==> src/rtl/sdft_bin_reader.sv <==
`default_nettype none
// ============================================================================
// Module   : sdft_bin_reader
// Brief    : Scans every SDFT bin, converts each one to max+min/2 magnitude
//            and streams it out over valid/ready. Optional peak tracker is
//            built when SDFT_READER_PEAK_EN is defined.
// Revision : 1.0 - initial release
// ============================================================================
module sdft_bin_reader #(
    parameter int DATA_WIDTH = 8,
    parameter int FREQ_BINS  = 16,
    parameter int BIN_ADDR_W = $clog2(FREQ_BINS)
) (
    input  logic                               clk,
    input  logic                               reset_n,
    input  logic                               frame_req,
    output logic                               busy,
    input  logic                               sdft_ready,
    output logic                               sdft_read,
    output logic [BIN_ADDR_W-1:0]              sdft_bin_addr,
    input  logic signed [DATA_WIDTH*2+3:0]     sdft_real,
    input  logic signed [DATA_WIDTH*2+3:0]     sdft_imag,
    output logic [DATA_WIDTH*2+3:0]            mag_data,
    output logic [BIN_ADDR_W-1:0]              mag_bin,
    output logic                               mag_last,
    output logic                               mag_valid,
    input  logic                               mag_ready,
    output logic [BIN_ADDR_W-1:0]              peak_bin,
    output logic [DATA_WIDTH*2+3:0]            peak_mag,
    output logic                               peak_valid
);

    localparam int c_bw = DATA_WIDTH * 2 + 4;
    localparam logic [BIN_ADDR_W-1:0] c_last_bin = BIN_ADDR_W'(FREQ_BINS - 1);

    localparam logic [2:0] c_st_idle      = 3'd0;
    localparam logic [2:0] c_st_issue     = 3'd1;
    localparam logic [2:0] c_st_wait_ack  = 3'd2;
    localparam logic [2:0] c_st_wait_data = 3'd3;
    localparam logic [2:0] c_st_calc      = 3'd4;
    localparam logic [2:0] c_st_output    = 3'd5;
    localparam logic [2:0] c_st_done      = 3'd6;

    logic [2:0]            r_state;
    logic [2:0]            w_next;
    logic [BIN_ADDR_W-1:0] r_bin;
    logic [c_bw-1:0]       r_abs_re;
    logic [c_bw-1:0]       r_abs_im;
    logic [c_bw-1:0]       w_abs_re;
    logic [c_bw-1:0]       w_abs_im;
    logic [c_bw-1:0]       w_max;
    logic [c_bw-1:0]       w_min;
    logic [c_bw-1:0]       w_mag;
    logic                  w_start;
    logic                  w_hs;

    assign w_start       = (r_state == c_st_idle) && frame_req;
    assign w_hs          = (r_state == c_st_output) && mag_ready;
    assign sdft_bin_addr = r_bin;

    // Negating the most-negative value wraps to 2^(BW-1), which is the
    // correct unsigned magnitude.
    assign w_abs_re = sdft_real[c_bw-1] ? $unsigned(-sdft_real) : $unsigned(sdft_real);
    assign w_abs_im = sdft_imag[c_bw-1] ? $unsigned(-sdft_imag) : $unsigned(sdft_imag);
    assign w_max    = (r_abs_re >= r_abs_im) ? r_abs_re : r_abs_im;
    assign w_min    = (r_abs_re >= r_abs_im) ? r_abs_im : r_abs_re;
    assign w_mag    = w_max + (w_min >> 1);

    always_ff @(posedge clk) begin
        if (!reset_n) begin
            r_state <= c_st_idle;
        end else begin
            r_state <= w_next;
        end
    end

    always_comb begin
        w_next = r_state;
        case (r_state)
            c_st_idle:      if (frame_req)   w_next = c_st_issue;
            c_st_issue:     if (sdft_ready)  w_next = c_st_wait_ack;
            c_st_wait_ack:  if (!sdft_ready) w_next = c_st_wait_data;
            c_st_wait_data: if (sdft_ready)  w_next = c_st_calc;
            c_st_calc:                       w_next = c_st_output;
            c_st_output:    if (mag_ready)   w_next = mag_last ? c_st_done : c_st_issue;
            c_st_done:                       w_next = c_st_idle;
            default:                         w_next = c_st_idle;
        endcase
    end

    always_comb begin
        busy       = (r_state != c_st_idle);
        sdft_read  = (r_state == c_st_issue) && sdft_ready;
        mag_valid  = (r_state == c_st_output);
        peak_valid = 1'b0;
`ifdef SDFT_READER_PEAK_EN
        peak_valid = (r_state == c_st_done);
`endif
    end

    always_ff @(posedge clk) begin
        if (!reset_n) begin
            r_bin    <= '0;
            r_abs_re <= '0;
            r_abs_im <= '0;
            mag_data <= '0;
            mag_bin  <= '0;
            mag_last <= 1'b0;
        end else begin
            if (w_start) begin
                r_bin <= '0;
            end else if (w_hs && !mag_last) begin
                r_bin <= r_bin + 1'b1;
            end
            if ((r_state == c_st_wait_data) && sdft_ready) begin
                r_abs_re <= w_abs_re;
                r_abs_im <= w_abs_im;
            end
            if (r_state == c_st_calc) begin
                mag_data <= w_mag;
                mag_bin  <= r_bin;
                mag_last <= (r_bin == c_last_bin);
            end
        end
    end

`ifdef SDFT_READER_PEAK_EN
    logic [c_bw-1:0]       r_peak_mag;
    logic [BIN_ADDR_W-1:0] r_peak_bin;

    // Strictly-greater update keeps the lowest index on ties.
    always_ff @(posedge clk) begin
        if (!reset_n) begin
            r_peak_mag <= '0;
            r_peak_bin <= '0;
        end else if (w_start) begin
            r_peak_mag <= '0;
            r_peak_bin <= '0;
        end else if (w_hs && (mag_data > r_peak_mag)) begin
            r_peak_mag <= mag_data;
            r_peak_bin <= mag_bin;
        end
    end

    assign peak_mag = r_peak_mag;
    assign peak_bin = r_peak_bin;
`else
    assign peak_mag = '0;
    assign peak_bin = '0;
`endif

endmodule
`default_nettype wire

==> config.mk <==
export PLATFORM = sky130hd
export DESIGN_NAME = sdft_bin_reader
export DESIGN_NICKNAME = d
export VERILOG_FILES = /design/src/rtl/sdft_bin_reader.sv
export SDC_FILE = /design/constraint.sdc
export NUM_CORES = 1
export LEC_CHECK = 0
export ABC_CLOCK_PERIOD_IN_PS = 4300
export CAP_MARGIN = 20
export CORE_ASPECT_RATIO = 1.4
export CORE_MARGIN = 3
export CORE_UTILIZATION = 49
export DETAILED_ROUTE_END_ITERATION = 8
export PLACE_DENSITY = 0.9
export SYNTH_ARGS = -nofsm -noshare
export SYNTH_HDL_FRONTEND = slang
export SYNTH_SLANG_ARGS = --single-unit
export TNS_END_PERCENT = 50
==> constraint.sdc <==
create_clock -name clk -period 4.3 [get_ports clk]
set_clock_uncertainty 0.1 [all_clocks]
set_input_delay 0.43 -clock clk [delete_from_list [all_inputs] [get_ports clk]]
set_output_delay 0.43 -clock clk [all_outputs]
set_load 0.02 [all_outputs]
==> results by stage, run 1 <==
Die:
- The die is 133 um tall.
- The floorplan step defined a die boundary enclosing 12800 sq um.
- The row count is 45.
- The number of top-level pins is 102.
- The chip width is 96.6 um.
- The floorplan core area is 11000 sq um.
- Once the floorplan was initialized, standard cells occupied 51.0% of the core.

Critical path:
- The cell with the biggest individual delay on the critical path is a2111oi_0.
- The maximum fanout encountered on the critical timing path is 10.
- The buffering stage count on the worst path with inverters included is 3.
- The delay of the slowest critical-path stage is 410 ps.
- The critical path required time is 4420 ps.
- Walking the worst path, the cells encountered are inv_1, ha_1, nand4_1, o221ai_1, a211oi_2, buf_4, o21ai_4, buf_4, mux2_2, ha_1, a2111oi_0, nor3_1, a21o_1, a21o_1, a32oi_1, xor2_1, o21ai_0.
- Broken down by cell family, the worst path's largest delay share belongs to compound AO/OA/AOI/OAI gates.
- The critical path launch point type is a flop.
- The type of the setup path with the least slack is flop to flop.
- STA puts the critical path data arrival time at 4340 ps.
- The critical path endpoint category is a flop.

Power:
- The sequential cell fraction of total power is 33.7%.
- The cell area power density is 312 nW/um^2.
- The internal power summed over all cells is 1.44 mW.
- The maximum ir drop on the vdd rail is 0.000178 V.
- After layout, the design draws a total of 2.12 mW.
- The combinational fraction of design power is 31.7%.
- The clock network is responsible for 34.6% of the overall power.
- The analysis attributes to cell leakage a power of 3.07 nW.
- For this design the total switching power over the nets is 0.678 mW.
- The switching part of the total power is 32.0%.

Timing:
- The time the worst path needs with I/O delays and setup is 4220 ps.
- The smallest setup slack after layout is 79.4 ps.
- The worst slew margin relative to its limit is 39.7%.
- For the pin with the worst max-slew slack, the measured transition is 901 ps.
- The upper clock frequency limit is 237 MHz.
- The total of endpoints with negative setup slack in the final report is 0.
- The final sum of negative setup slack is 0 ps.
- The number of hold violations in the final report was 0.
- The total count of max-transition violations in the final report is 0.
- After layout, the worst path uses 98.2% of the clock period.

Layout:
- The post-route standard cell area excluding fillers is 6790 sq um.
- In the layout the commonest cells are nand2_1 (113), clkdlybuf4s50_1 (75), dfxtp_1 (72).
- The count of nets after finishing is 868.
- The fraction of layout instances using a drive strength above 1 is 9.82%.
- The library cell used most frequently in the layout, excluding fill and tap cells, is nand2_1.
- Relative to the synthesized area, the layout overhead comes to 20.7%.
- The final cell utilization of the core is 61.6%.
- The number of antenna repair diodes is 0.

Global routing:
- The sum of overflow across all layers after global routing is 0.
- The via count of the first global-routing pass is 4815.
- Global routing consumed, on the met1 layer, 24.2% of the routing resources.
- For this run, global-route usage on met2 was measured as 36.3%.
- The number of antenna violations at the first check in global routing came to 0.
- The met3 demand-to-capacity share in global routing is 3.19%.
- Entering global routing, the biggest net connects 46 pins.
- The combined global-route utilization of all metal layers is 20.5%.
- The wire length of the first global-routing pass is 21400 um.
- The routing layer with the top usage in global route is met2.

Synth:
- The proportion of synthesized flip-flops having asynchronous set or reset is 0%.
- The share of the Yosys chip area taken by registers is 25.6%.
- The instance count of the mapped netlist is 709.
- The leading register cell type out of synthesis is dfxtp_1.
- The synthesized design spends more area on one cell type than any other, namely dfxtp_1.
- The cell area after synthesis is 5630 sq um.
- By area the synthesized netlist is led by dfxtp_1 (26%), ha_1 (9.3%), nand2_1 (7.5%), o21ai_0 (5.7%), o211a_1 (4.8%).
- Dividing the synthesized area by the synthesized cell count gives 7.94 sq um.
- The synthesized design devotes to its leading area cell type 25.6% of total area.
- For this run, the number of Yosys warnings is 0.
- After synthesis the netlist holds a flip-flop and latch count of 72.
- The number of enable-type register cells in the synthesized netlist is 0.
- The count of distinct cell types in the synthesized netlist is 63.

Clock network:
- The clock tree synthesis step divided the H-tree into 3 levels.
- Clock-pin slew was measured on the worst setup and hold paths at 60 ps.
- Buffers inserted during clock tree synthesis total 9.
- The number of clock sinks is 72.
- TritonCTS built the clock tree.
- After clock tree synthesis, the flow added hold-fix buffers numbering 0.
- For the worst-skew pair, the clock arrives at the later sink with an insertion delay of 340 ps.
- Counting along the longest clock path gives a buffer depth of 2.
- The tree is rooted in a clkbuf_16.

Placement:
- The last weighted congestion value of the routability-driven placer is 0.886.
- The estimated wirelength of the detail-placed design is 9940 um.
- The count of buffers inserted at the top-level ports is 76.
- The cell area after placement is 6430 sq um.
- The worst setup slack after placement is 90.7 ps.

Drt:
- The total via count after detailed routing is 5168.
- In the routed design, unresolved DRC markers number 0.
- The final routed wirelength across all metal layers is 13300 um.
- The per-cell via count in the routed design is 5.59.
- The iteration count of the initial detailed-routing pass is 5.
- The mean routed wirelength per cell is 14.3 um.
- The first routing iteration left 264 violations.
- In this run the remaining antenna-violating nets after routing total 0.

Min path:
- The type of the tightest min-delay check is flop to flop.

Run status:
- The run finished with clean final reports.

Job:
- The reported max-cap violation count is 0.
[cell type report]
cell class,count,area (sq um)
Clock buffer,12,246
Clock inverter,3,42.5
Fill cell,968,4240
Inverter,35,131
Multi-Input combinational cell,566,3840
Sequential cell,72,1440
Tap cell,141,176
Timing Repair Buffer,96,913
[power by group through the flow]
stage | clock [mW] | sequential, mW | combinational (mW)
after floorplan | 0 | 0.714 | 0.452
after global placement | 0 | 0.726 | 0.575
after detailed placement | 0 | 0.727 | 0.593
after CTS | 0.739 | 0.713 | 0.596
after global routing | 0.762 | 0.717 | 0.729
final | 0.733 | 0.714 | 0.670
[worst register-to-register path, stage by stage, from the launching register on]
cell and delay, ps:
dfxtp_1 340, inv_1 80, ha_1 330, nand4_1 170, o221ai_1 280, a211oi_2 70
buf_4 170, o21ai_4 240, buf_4 220, mux2_2 350, ha_1 340, a2111oi_0 410
nor3_1 120, a21o_1 210, a21o_1 210, a32oi_1 230, xor2_1 150, o21ai_0 80
[metal layers]
metal	part of all wire (%)	vias up	routed length [um]
met1	41	2351	5500
met5	0	-	0
met2	50	170	6700
met4	2.8	0	371
li1	-	2613	-
met3	5.3	34	709
[metrics by stage]
step	hold WS (ps)	cells
3_3_place_gp	350	906
4_1_cts	370	921
2_1_floorplan	353	733
6_report	366	925
5_1_grt	385	925
3_5_place_dp	362	906
[Yosys cell counts, drive strengths merged, types with 3 or more instances]
library cell / n
a211o: 4
a211oi: 4
a21boi: 12
a21o: 7
a21oi: 32
a41oi: 3
and2: 10
and3: 7
buf: 33
clkbuf: 28
dfxtp: 72
ha: 42
inv: 35
mux2: 20
mux2i: 4
nand2: 113
nand2b: 6
nand3: 26
nand4: 8
nor2: 24
nor2b: 9
nor3: 14
nor4: 4
o211a: 27
o211ai: 5
o21ai: 64
o22ai: 3
o31ai: 13
or3: 6
xnor2: 21
xor2: 26
[registers in the layout, indices dropped and copies added, names as in the netlist]
signal,cells
mag_data,20
r_abs_im,20
r_abs_re,20
mag_bin,4
sdft_bin_addr,4
r_state,3
mag_last,1
[timing repair]
action | CTS | global route
gates resized for setup | 0 | 9
hold endpoints to repair | 0 | 0
setup buffers | 0 | 3
endpoints found under the setup margin | 0 | 9
[final timing paths]
path	startpoint	endpoint	slack (ps)	cells past startpoint
setup / recovery	r_abs_im[6]	mag_data[17]	80	17
hold / removal	mag_bin[3]	mag_bin[3]	370	2
setup reg to reg	r_abs_im[6]	mag_data[17]	80	17
hold reg to reg	mag_bin[3]	mag_bin[3]	370	2
[kinds of logic after synthesis]
kind of cell / synth area share (%)
fa+ha+maj: 9.69
buf+inv: 8.76
xor+xnor: 7.31
compound gates: 23.2
other cells: 0.0666
mux: 4.71
flops: 25.6
simple gates: 20.7
No activity file was read; power rests on OpenSTA's default activity.
==> run 2, diff against run 1 <==
--- a/config.mk
+++ b/config.mk
@@ -8,7 +8,7 @@
 export ABC_CLOCK_PERIOD_IN_PS = 4300
 export CAP_MARGIN = 20
 export CORE_ASPECT_RATIO = 1.4
-export CORE_MARGIN = 3
+export CORE_MARGIN = 2
 export CORE_UTILIZATION = 49
 export DETAILED_ROUTE_END_ITERATION = 8
 export PLACE_DENSITY = 0.9
==> run 2 against run 1 <==
  * Register-to-register slack improved by 90 ps
  * Critical path depth grew 1
  * First-iteration DRC count down 26%
  * Fmax increased by 2.2%
  * Via count decreased by 0.46%
  * Global-route usage is 0.31 points higher
  * Sequential share of layout area down 0.056 points
  * Non-clock buffer count is 3 lower
  * Worst setup slack improved by 90 ps
  * Combinational power shrank 3%
  * Routed wire length fell by 2.1%
==> results by stage, run 2 (synthesized netlist as in run 1, its figures left out) <==
Clock network:
- The clock tree from TritonCTS is done (unchanged).
- The buffer levels on the longest clock path was 2 (unchanged).
- The cell chosen for the clock root was clkbuf_16 (unchanged).
- The clock-pin slew on the worst setup and hold paths was 60 ps (about the same).
- The clock latency of the later-clocked register in the worst-skew pair is 340 ps (about the same).
- The number of clock sinks is 72 (unchanged).
- The level count of the clock H-tree is 3 (unchanged).
- The number of buffers inserted during clock tree synthesis is 9 (unchanged).

Drt:
- The per-cell via count in the routed design came to 5.56 (was 5.59).
- The mean routed wirelength per cell is 14.0 um (was 14.3 um).
- The number of nets still failing antenna checks after routing is 0 (unchanged).
- The iteration count of the initial detailed-routing pass is 5 (unchanged).
- The post-detailed-route DRC marker count is 0 (unchanged).
- The iteration-0 DRC count of the detailed router is 195 (was 264).
- The total via count after detailed routing is 5144 (was 5168).
- The final routed wirelength across all metal layers is 13000 um (was 13300 um).

Placement:
- The cell area after placement is 6420 sq um (was 6430 sq um).
- The estimated wirelength of the detail-placed design is 9710 um (was 9940 um).
- The last weighted congestion value of the routability-driven placer came to 0.912 (was 0.886).
- The worst setup slack after placement is 142 ps (was 90.7 ps).
- The number of cells in the design after placement is 907 (was 906).
- The count of buffers inserted at the top-level ports was 76 (unchanged).

Min path:
- The type of the tightest min-delay check is flop to flop (unchanged).

Timing:
- The final sum of negative setup slack came to 0 ps (unchanged).
- The transition time at the pin with the least slew margin is 799 ps (was 901 ps).
- The total count of max-transition violations in the final report is 0 (unchanged).
- Setup repair after global routing left no endpoint under its margin.
- The time the worst path needs with I/O delays and setup is 4130 ps (was 4220 ps).
- The smallest setup slack after layout came to 169 ps (was 79.4 ps).
- The number of hold violations in the final report is 0 (unchanged).
- The worst slew margin relative to its limit is 46.3% (was 39.7%).
- The total of endpoints with negative setup slack in the final report is 0 (unchanged).
- The upper clock frequency limit is 242 MHz (was 237 MHz).
- The final period utilization is 96.1% (was 98.2%).

Die:
- The number of top-level pins was 102 (unchanged).
- The row count is 46 (was 45).
- The initial cell density of the core is 49.9% (was 51.0%).
- The floorplan core area is 11300 sq um (was 11000 sq um).
- The die outline area is 12400 sq um (was 12800 sq um).
- The vertical die dimension is 131 um (was 133 um).
- The chip width is 94.6 um (was 96.6 um).

Layout:
- The register area came to 1440 sq um (about the same).
- The number of antenna repair diodes is 0 (unchanged).
- The signed area change from the synthesized netlist to the final layout came to 21.1% (was 20.7%).
- The fraction of layout instances using a drive strength above 1 is 9.86% (was 9.82%).
- Top library cells by usage in the layout, fill and taps aside: nand2_1 (113), clkdlybuf4s50_1 (75), dfxtp_1 (71) (was nand2_1 (113), clkdlybuf4s50_1 (75), dfxtp_1 (72)).
- The leading cell type in the layout, fill and taps excluded was nand2_1 (unchanged).
- The post-route standard cell area excluding fillers is 6820 sq um (was 6790 sq um).
- The final cell utilization of the core is 60.4% (was 61.6%).
- The total of fill cells in the finished design is 975 (was 968).
- The post-layout instance count excluding filler cells is 925 (unchanged).
- The count of nets after finishing is 864 (was 868).
- The area occupied by multi-input gates is 3830 sq um (was 3840 sq um).
- Registers with the most flip-flops: mag_data: 20 flops, r_abs_im: 20 flops, r_abs_re: 20 flops (unchanged).

Critical path:
- The critical path required time was 4470 ps (was 4420 ps).
- The critical path endpoint category was a flop (unchanged).
- The critical path launch point type is a flop (unchanged).
- The maximum fanout encountered on the critical timing path is 8 (was 10).
- The arrival time reported for the critical path endpoint is 4310 ps (was 4340 ps).
- The type of the setup path with the least slack was flop to flop (unchanged).

Power:
- The total leakage power is 3.07 nW (about the same).
- The maximum ir drop on the vdd rail is 0.000211 V (was 0.000178 V).
- The cell area power density came to 322 nW/um^2 (was 312 nW/um^2).

Global routing:
- The via count of the first global-routing pass is 4582 (was 4815).
- The sum of overflow across all layers after global routing was 0 (unchanged).
- The combined global-route utilization of all metal layers was 20.9% (was 20.5%).
- The largest net degree at the start of global routing is 46 (unchanged).
- The wire length of the first global-routing pass is 20500 um (was 21400 um).
- The number of antenna violations at the first check in global routing was 0 (unchanged).

Job:
- The reported max-cap violation count is 0 (unchanged).

Run status:
- Run status: completed (unchanged).
run 2: final cells by class:
cell class,instances,share of cell area [%]
Inverter,35,1.93
Clock inverter,4,1.12
Tap cell,144,2.64
Clock buffer,12,3.76
Timing Repair Buffer,93,13.2
Multi-Input combinational cell,565,56.2
Sequential cell,72,21.2
run 2: metal layers:
metal  vias up  global-route usage [%]  wire (um)
met5         -                       0          0
met4         0                    8.35        244
met3        22                    3.90        673
met2       167                    38.3       6540
met1      2353                    23.6       5530
li1       2602                       -          -
run 2: final timing paths:
check | cells after the start | slack, ps | start | to
min reg2reg | 2 | 360 | mag_bin[1] | mag_bin[1]
min | 2 | 360 | mag_bin[1] | mag_bin[1]
max reg2reg | 18 | 170 | r_abs_im[15] | mag_data[18]
max | 18 | 170 | r_abs_im[15] | mag_data[18]
run 2: where the power goes:
part / internal, mW / switching, mW / total, mW
combinational: 0.287 / 0.365 / 0.652
clock: 0.540 / 0.287 / 0.827
sequential: 0.687 / 0.0267 / 0.714
total: 1.51 / 0.678 / 2.19
run 2: timing repair:
item	in CTS	in global routing
endpoints found under the hold margin	0	0
hold buffers	0	0
setup buffers	0	1
setup endpoints to repair	0	12
gates resized for setup	0	13
run 2: per-stage QoR:
stage	hold WS (ps)	power [mW]
finish	361	2.19
global route	386	2.30
CTS	365	2.14
detailed placement	357	1.31
global placement	350	1.29
floorplan	353	1.17
run 2: worst max-delay path, stage by stage (launching register included):
cell	delay [ps]
dfxtp_1	330
inv_1	80
ha_1	290
a21oi_1	170
o21ai_0	130
a221oi_2	270
buf_4	170
o21ai_4	100
buf_4	160
mux2_2	240
inv_1	60
fa_1	420
nand2b_1	190
a21oi_2	180
nor3_2	90
o31ai_4	240
a41oi_2	180
or4b_1	560
nand3_1	100
